## config.mk

```make
export PLATFORM = sky130hd
export DESIGN_NAME = out_fold_sig
export DESIGN_NICKNAME = d
export VERILOG_FILES = /design/src/rtl/out_fold_pkg.sv /design/src/rtl/out_fold_sig_fold_xor.sv /design/src/rtl/out_fold_sig.sv
export SDC_FILE = /design/constraint.sdc
export NUM_CORES = 1
export LEC_CHECK = 0
export CAP_MARGIN = 10
export CORE_ASPECT_RATIO = 0.7
export CORE_MARGIN = 2
export CORE_UTILIZATION = 30
export CTS_BUF_LIST = sky130_fd_sc_hd__clkbuf_4 sky130_fd_sc_hd__clkbuf_8
export DETAILED_ROUTE_END_ITERATION = 6
export GPL_TIMING_DRIVEN = 1
export PLACE_DENSITY = 0.83
export SETUP_SLACK_MARGIN = 0.4
export SLEW_MARGIN = 20
export SYNTH_ARGS = -nofsm -noshare
export SYNTH_HDL_FRONTEND = slang
export SYNTH_SLANG_ARGS = --single-unit
```

## constraint.sdc

```tcl
create_clock -name ap_clk -period 1.05 [get_ports ap_clk]
set_clock_uncertainty 0.1 [all_clocks]
set_input_delay 0.1575 -clock ap_clk [delete_from_list [all_inputs] [get_ports ap_clk]]
set_output_delay 0.1575 -clock ap_clk [all_outputs]
set_load 0.005 [all_outputs]
```

## src/rtl/out_fold_pkg.sv

```systemverilog
// Shared definitions for the output fold / run signature block: FSM state
// encoding, drain length and helpers that validate and size the word fold.
package out_fold_pkg;

    typedef enum logic [1:0] {
        ST_IDLE   = 2'd0,
        ST_RUN    = 2'd1,
        ST_DRAIN  = 2'd2,
        ST_REPORT = 2'd3
    } fsm_state_e;

    // Cycles spent absorbing late writes after ap_done before reporting.
    localparam int DRAIN_CYCLES = 2;

    // A word folds cleanly only when it splits into whole OUT_W slices.
    function automatic bit fold_width_ok(input int data_w, input int out_w);
        return (out_w > 0) && (data_w >= out_w) && ((data_w % out_w) == 0);
    endfunction

    // Number of slices XORed together; falls back to one slice on bad widths.
    function automatic int fold_slices(input int data_w, input int out_w);
        if (fold_width_ok(data_w, out_w)) begin
            return data_w / out_w;
        end else begin
            return 1;
        end
    endfunction

    // Population count of up to eight write strobes.
    function automatic logic [3:0] popcount8(input logic [7:0] v);
        logic [3:0] n;
        n = 4'd0;
        for (int i = 0; i < 8; i++) begin
            n = n + {3'd0, v[i]};
        end
        return n;
    endfunction

endpackage

```

## src/rtl/out_fold_sig_fold_xor.sv

```systemverilog
// Combinational fold of one stream word: XOR of all OUT_W-bit slices.
module fold_xor
    import out_fold_pkg::*;
#(
    parameter int DATA_W = 32,
    parameter int OUT_W  = 4
) (
    input  logic [DATA_W-1:0] din_i,
    output logic [OUT_W-1:0]  fold_o
);

    localparam int N_SLICES = fold_slices(DATA_W, OUT_W);

    // XOR every slice of the input word together.
    always_comb begin
        fold_o = '0;
        for (int s = 0; s < N_SLICES; s++) begin
            fold_o = fold_o ^ din_i[s*OUT_W +: OUT_W];
        end
    end

endmodule

```

## src/rtl/out_fold_sig.sv

```systemverilog
// Folds NUM_CH kernel output streams into one narrow OUT_W stream (two-stage
// pipeline, no backpressure) and, with MODE=1, accumulates a rotate-XOR
// signature and word count over each ap_start..ap_done run.
module out_fold_sig
    import out_fold_pkg::*;
#(
    parameter int NUM_CH = 1,
    parameter int DATA_W = 32,
    parameter int OUT_W  = 4,
    parameter int MODE   = 0
) (
    input  logic                     ap_clk,
    input  logic                     ap_rst,
    input  logic                     ap_start,
    input  logic                     ap_done,
    input  logic [NUM_CH*DATA_W-1:0] ch_din,
    input  logic [NUM_CH-1:0]        ch_write,
    output logic [OUT_W-1:0]         data_out,
    output logic                     data_valid,
    output logic [DATA_W-1:0]        sig_out,
    output logic [31:0]              word_count,
    output logic                     sig_valid
);

    logic [NUM_CH-1:0][OUT_W-1:0] fold_s;
    logic [NUM_CH-1:0][OUT_W-1:0] fold1_d;
    logic [NUM_CH-1:0][OUT_W-1:0] fold1_q;
    logic                         v1_d;
    logic                         v1_q;
    logic [OUT_W-1:0]             fold_all_s;
    logic [OUT_W-1:0]             data_out_d;
    logic [OUT_W-1:0]             data_out_q;
    logic                         data_valid_q;

    for (genvar k = 0; k < NUM_CH; k++) begin : g_ch
        fold_xor #(
            .DATA_W (DATA_W),
            .OUT_W  (OUT_W)
        ) u_fold (
            .din_i  (ch_din[k*DATA_W +: DATA_W]),
            .fold_o (fold_s[k])
        );
    end

    // Stage 1 next state: per-channel fold gated by its strobe, any-write flag.
    always_comb begin
        fold1_d = '0;
        v1_d    = |ch_write;
        for (int k = 0; k < NUM_CH; k++) begin
            fold1_d[k] = ch_write[k] ? fold_s[k] : {OUT_W{1'b0}};
        end
    end

    // Stage 1 registers.
    always_ff @(posedge ap_clk or posedge ap_rst) begin
        if (ap_rst) begin
            fold1_q <= '0;
            v1_q    <= 1'b0;
        end else begin
            fold1_q <= fold1_d;
            v1_q    <= v1_d;
        end
    end

    // Stage 2 next state: combine channel folds, zero when nothing was written.
    always_comb begin
        fold_all_s = '0;
        for (int k = 0; k < NUM_CH; k++) begin
            fold_all_s = fold_all_s ^ fold1_q[k];
        end
        if (v1_q) begin
            data_out_d = fold_all_s;
        end else begin
            data_out_d = '0;
        end
    end

    // Stage 2 registers drive the streaming outputs directly.
    always_ff @(posedge ap_clk or posedge ap_rst) begin
        if (ap_rst) begin
            data_out_q   <= '0;
            data_valid_q <= 1'b0;
        end else begin
            data_out_q   <= data_out_d;
            data_valid_q <= v1_q;
        end
    end

    assign data_out   = data_out_q;
    assign data_valid = data_valid_q;

    if (MODE == 1) begin : g_sig
        localparam logic [1:0] DRAIN_LAST = 2'(DRAIN_CYCLES - 1);

        fsm_state_e        state_q;
        fsm_state_e        state_d;
        logic              start_prev_q;
        logic              start_rise_s;
        logic [1:0]        drain_cnt_q;
        logic [1:0]        drain_cnt_d;
        logic [DATA_W-1:0] sig_q;
        logic [DATA_W-1:0] sig_d;
        logic [DATA_W-1:0] wxor_s;
        logic [DATA_W-1:0] sig_next_s;
        logic [31:0]       cnt_q;
        logic [31:0]       cnt_d;
        logic [31:0]       cnt_next_s;
        logic [32:0]       cnt_sum_s;
        logic [7:0]        wr8_s;
        logic [3:0]        pop_s;
        logic              any_wr_s;
        logic              sig_valid_q;
        logic              sig_valid_d;

        assign start_rise_s = ap_start & ~start_prev_q;
        assign any_wr_s     = |ch_write;

        // Candidate signature and saturating count if this cycle is absorbed.
        always_comb begin
            wxor_s = '0;
            for (int k = 0; k < NUM_CH; k++) begin
                wxor_s = wxor_s ^ (ch_write[k] ? ch_din[k*DATA_W +: DATA_W]
                                               : {DATA_W{1'b0}});
            end
            sig_next_s = {sig_q[DATA_W-2:0], sig_q[DATA_W-1]} ^ wxor_s;
            wr8_s = 8'd0;
            wr8_s[NUM_CH-1:0] = ch_write;
            pop_s     = popcount8(wr8_s);
            cnt_sum_s = {1'b0, cnt_q} + {29'd0, pop_s};
            if (cnt_sum_s[32]) begin
                cnt_next_s = 32'hFFFF_FFFF;
            end else begin
                cnt_next_s = cnt_sum_s[31:0];
            end
        end

        // Run FSM: next state, signature/count update and report pulse.
        always_comb begin
            state_d     = state_q;
            drain_cnt_d = drain_cnt_q;
            sig_d       = sig_q;
            cnt_d       = cnt_q;
            sig_valid_d = 1'b0;
            case (state_q)
                ST_IDLE: begin
                    if (start_rise_s) begin
                        state_d = ST_RUN;
                        sig_d   = '0;
                        cnt_d   = 32'd0;
                    end else begin
                        state_d = ST_IDLE;
                    end
                end
                ST_RUN: begin
                    if (any_wr_s) begin
                        sig_d = sig_next_s;
                        cnt_d = cnt_next_s;
                    end else begin
                        sig_d = sig_q;
                    end
                    if (ap_done) begin
                        state_d     = ST_DRAIN;
                        drain_cnt_d = 2'd0;
                    end else begin
                        state_d = ST_RUN;
                    end
                end
                ST_DRAIN: begin
                    if (any_wr_s) begin
                        sig_d = sig_next_s;
                        cnt_d = cnt_next_s;
                    end else begin
                        sig_d = sig_q;
                    end
                    if (drain_cnt_q == DRAIN_LAST) begin
                        state_d     = ST_REPORT;
                        drain_cnt_d = 2'd0;
                        sig_valid_d = 1'b1;
                    end else begin
                        drain_cnt_d = drain_cnt_q + 2'd1;
                    end
                end
                ST_REPORT: begin
                    state_d = ST_IDLE;
                end
                default: begin
                    state_d = ST_IDLE;
                end
            endcase
        end

        // FSM, signature, count and start-edge history registers.
        always_ff @(posedge ap_clk or posedge ap_rst) begin
            if (ap_rst) begin
                state_q      <= ST_IDLE;
                start_prev_q <= 1'b0;
                drain_cnt_q  <= 2'd0;
                sig_q        <= '0;
                cnt_q        <= 32'd0;
                sig_valid_q  <= 1'b0;
            end else begin
                state_q      <= state_d;
                start_prev_q <= ap_start;
                drain_cnt_q  <= drain_cnt_d;
                sig_q        <= sig_d;
                cnt_q        <= cnt_d;
                sig_valid_q  <= sig_valid_d;
            end
        end

        assign sig_out    = sig_q;
        assign word_count = cnt_q;
        assign sig_valid  = sig_valid_q;
    end else begin : g_nosig
        logic unused_ctrl_s;
        assign unused_ctrl_s = ^{ap_start, ap_done};
        assign sig_out    = '0;
        assign word_count = 32'd0;
        assign sig_valid  = 1'b0;
    end

endmodule

```

# Word-level counts from Yosys, hierarchy flattened
# Index checks and enable logic that the tools add are counted.
# word_totals
register_bits,10
output_inout_bits,70
# classes
n_mux,2
bitwise_logic,7
# ops
cell,n
$xor A4 B4 Y4,7
$mux W4,2

# Depth between registers and ports, before layout
# logic_depth
ltp_word,8
ltp_mapped,4
ltp_nobuf,4

# Hierarchy
# From an unflattened synthesis, not the netlist that was laid out.
# unflattened
cells_unflattened,113
area_unflattened_um2,1041.0
# modules_own_cells
mod,instances,cells_per_inst,area_each_um2
out_fold_sig,1,85,795.8
fold_xor,1,28,245.2

# Worst setup path after synthesis
# Ideal clock, no wire load.
# synth_timing
kind,input-to-reg
start,in ch_din[24]
end,reg fold1_q[0] (netlist bit)
t_arrival_ns,0.701
slack_ns,0.130
cell_stages,4
n_path_buf,0
path_cell_list,xor2_1 -> xnor2_1 -> xnor2_1 -> and2_1
# synth_rtl
item,line,source
"start, declared",out_fold_sig.sv:16,"input logic [NUM_CH*DATA_W-1:0] ch_din,"
"end signal, assigned",out_fold_sig.sv:60,fold1_q <= fold1_d;
"end, declared",out_fold_sig.sv:27,logic [NUM_CH-1:0][OUT_W-1:0] fold1_q;

# Worst setup path in the final report
# layout_timing
start,reg data_valid_q (netlist: data_valid)
end,out data_valid
# layout_rtl
item,line,source
"start, declared",out_fold_sig.sv:33,logic data_valid_q;
"start signal, assigned",out_fold_sig.sv:85,data_valid_q <= v1_q;
"end, declared",out_fold_sig.sv:19,"output logic data_valid,"
# No word-level cell between the ends.

==> key figures <==
Cells and area
  – Layout cell share with drive strength beyond 1: between 30% and 40%
  – Final Instance Area: about 0.0014 sq mm
  – ANT cells: 0
  – Number of nets in the layout: approximately 190
  – Post-Route Utilization: 41.87%
  – Syn-to-layout area delta: 30.05%

Routing
  – Antenna-violating nets left: 0
  – Final routed wirelength across all metal layers: between 1000 and 1500 microns
  – Final routed DRC violation total: 0
  – Overall via count from detail_route: 586
  – Initial detailed-routing violation count: 1
  – Routed length per placed instance: 7.149 microns
  – Routed vias/inst: around 2.9
  – Total iterations of the first detailed-routing run: 2

STA
  – Fin crit share: 90.76%
  – Setup violation total in the final timing report: 0
  – Worst Slack Setup Final: around 0.097 ns
  – Final slew viol count: 0
  – Setup Total Neg Slack: 0 ns
  – Fin crit period: 0.9530 ns
  – Highest achievable clock rate: 1.049 GHz
  – Final hold vios: 0
  – Unrepaired setup endpoints after global routing: yes

Setup path
  – FF-to-FF setup slack: 0.29 ns
  – Count of buffering cells on the critical path with inverters included: 1
  – Worst Setup Path Type: register to output port
  – Critical path's slowest cell: sky130_fd_sc_hd__dfrtp_1
  – Reg2Reg Launch Point: v1_q$_DFF_PP0_
  – Critical path fanouts, max: 1
  – Crit Reg-Reg Endpoint: data_out[0]$_DFF_PP0_
  – Depth of the worst register-to-register path: 1
  – Critical-path cell list: buf_2
  – Critical path endpoint category: output port
  – Cell class contributing the biggest share of worst-path delay: flip-flops
  – Critical path arrival: 0.70 ns
  – Nature of the critical path startpoint: register
  – Delay of the slowest cell on the worst path: 0.35 ns
  – Required time at the endpoint of the critical path: 0.79 ns

Clock tree
  – Number of clock sinks: 10
  – TritonCTS buffer count: 3
  – Clock insertion delay at the later pin of the skew report: between 0.2 and 0.25 ns
  – Clock root buffer master: sky130_fd_sc_hd__clkbuf_8
  – Buffer depth of the longest clock path: 2
  – Maximum level of the CTS H-tree: 1
  – Clock tree from TritonCTS: yes
  – Clock-pin slew on the worst setup and hold paths: roughly 0.05 ns

Global routing
  – Vias in the first global route: ~500
  – Grt met3 use: ~1.7%
  – Gr ovfl total: 0
  – Routing layer with the top usage in global route: met2
  – All-Layer GR Usage: 6.578%
  – M1 GR Usage: 6.735%
  – Initial antenna violation count: 0
  – Global-route wire length before repair: between 1500 and 2000 microns
  – Met2 Use GR: 11.80%
  – Maximum number of pins on one net before global-route repair: 11

Run
  – Number of max-cap violations: 0

Power and ir drop
  – Pwr Total: 1.428 mW
  – Share of total power consumed by net switching: 25.57%
  – Sequential Power Share: a little under a third
  – Cell internal pwr: about 1.1 mW
  – Power share of the combinational group: 35.3%
  – Power per cell area: 1054 mW/mm^2
  – Leakage power total: 0.7455 nW
  – Total net switching power: 365.1 uW
  – Share of power burned in the clock network: 32.8%
  – VDD IR-drop max: around 0.00039 V

Placement
  – Number of port buffers: 39
  – Worst slack after detailed placement: -0.3923 ns
  – Cell area after placement: 0.001242 sq mm
  – Post-DP HPWL: 1207 microns
  – Routability cong.: 0.6202

Synth
  – Post-Syn Area per Cell: 9.212 sq um
  – Biggest area contributors in the synthesized netlist: sky130_fd_sc_hd__buf_4, sky130_fd_sc_hd__dfrtp_1, sky130_fd_sc_hd__xnor2_1
  – Syn Inst Count: between 100 and 150
  – Fraction of post-synthesis cell area in the top cell type by area: between 40% and 50%
  – Cell area after synthesis: between 0.001 and 0.0015 sq mm
  – Number of synthesized register bits: 10
  – Total of warnings raised by yosys: 0
  – Cell taking the most area after synthesis: sky130_fd_sc_hd__buf_4
  – Number of unique standard cell types used by synthesis: 7
  – Sequential fraction of the synthesis area: 24.04%

Run status
  – Run status: finished clean

Floorplanning
  – Die Footprint: 0.003965 sq mm
  – Initial cell density of the core: between 30% and 40%
  – I/O pin cnt: 107
  – Y dimension of the die: roughly 53 microns
  – Core region area: 0.003233 sq mm
  – Cell Rows: 17
  – Horizontal die dimension: 74.41 microns

Min path
  – Type of the tightest min-delay check: primary input to async pin
[layout by cell type (no fill, tap or decap)]
cell type / n
sky130_fd_sc_hd__dfrtp_1: 10
sky130_fd_sc_hd__xor2_1: 3
sky130_fd_sc_hd__buf_6: 16
sky130_fd_sc_hd__inv_1: 1
sky130_fd_sc_hd__clkdlybuf4s50_1: 2
sky130_fd_sc_hd__xor2_4: 1
sky130_fd_sc_hd__buf_8: 1
sky130_fd_sc_hd__xnor2_1: 9
sky130_fd_sc_hd__conb_1: 65
sky130_fd_sc_hd__and2_1: 8
sky130_fd_sc_hd__buf_2: 20
sky130_fd_sc_hd__xnor2_2: 15
sky130_fd_sc_hd__clkbuf_8: 4
[routing by layer]
| layer | share of wire (%) | vias up |
|---|---|---|
| met2 | 60 | 39 |
| met5 | 0 | - |
| met1 | 29 | 255 |
| met4 | 1.2 | 0 |
| met3 | 9.1 | 2 |
| li1 | - | 290 |
[state kept, by name, summed over array words and instances, names as in the netlist]
register / cells
v1_q: 1
fold1_q: 4
data_valid: 1
data_out: 4
[worst max-delay path by stage]
stage | startpoint | end | slack [ns] | depth (start not counted)
after CTS | data_valid$_DFF_PP0_ | data_valid | 0.09 | 1
after floorplan | ch_din[14] | fold1_q[2]$_DFF_PP0_ | 0.15 | 4
after detailed placement | ch_din[28] | fold1_q[0]$_DFF_PP0_ | -0.39 | 5
after global routing | data_out[1]$_DFF_PP0_ | data_out[1] | 0.07 | 1
final | data_valid$_DFF_PP0_ | data_valid | 0.1 | 1
after global placement | ch_din[18] | fold1_q[2]$_DFF_PP0_ | -0.38 | 5
[power by group through the flow]
| stage | Sequential [mW] | Clock [mW] | Combinational [mW] |
|---|---|---|---|
| final | 0.456 | 0.468 | 0.504 |
| after global routing | 0.465 | 0.492 | 0.561 |
| after CTS | 0.455 | 0.474 | 0.442 |
| after detailed placement | 0.462 | 0 | 0.469 |
| after global placement | 0.462 | 0 | 0.465 |
| after floorplan | 0.464 | 0 | 0.435 |
[synthesized netlist by cell type]
| library cell | number |
|---|---|
| sky130_fd_sc_hd__conb_1 | 1 |
| sky130_fd_sc_hd__inv_1 | 1 |
| sky130_fd_sc_hd__buf_4 | 65 |
| sky130_fd_sc_hd__and2_1 | 8 |
| sky130_fd_sc_hd__xor2_1 | 4 |
| sky130_fd_sc_hd__dfrtp_1 | 10 |
| sky130_fd_sc_hd__xnor2_1 | 24 |
[metrics by stage]
stage                     cells  hold slack [ns]
after floorplan             177          -0.1023
after global placement      198           0.3081
after detailed placement    198           0.3084
after CTS                   202           0.1093
after global routing        202           0.1435
final                       202           0.1050
[kinds of logic (layout without fill, tap and decap cells)]
| logic type | count (synthesis) | count (layout) | share of synthesized area, % |
|---|---|---|---|
| other cells | 1 | 65 | 0.3602 |
| simple gates | 8 | 8 | 4.808 |
| flops | 10 | 10 | 24.04 |
| buf+inv | 66 | 44 | 47.24 |
| xor+xnor | 28 | 28 | 23.56 |
[timing repair]
action                                  CTS  global route
endpoints found under the setup margin   13            14
resized for setup                       146            18
gates cloned                              0             0
buffers inserted                          0             0
hold buffers                              0             0
pin swaps                                30            12
[layout make-up]
cell class                 count  area [sq um]
sequential                    10         250.2
tap                           47         58.81
inverter                       1         3.754
timing repair buffer          39         315.3
fill                         352          1879
clock buffer                   4         55.05
multi-input combinational    101         670.6
Note: power is estimated with default switching activity, not from simulation.
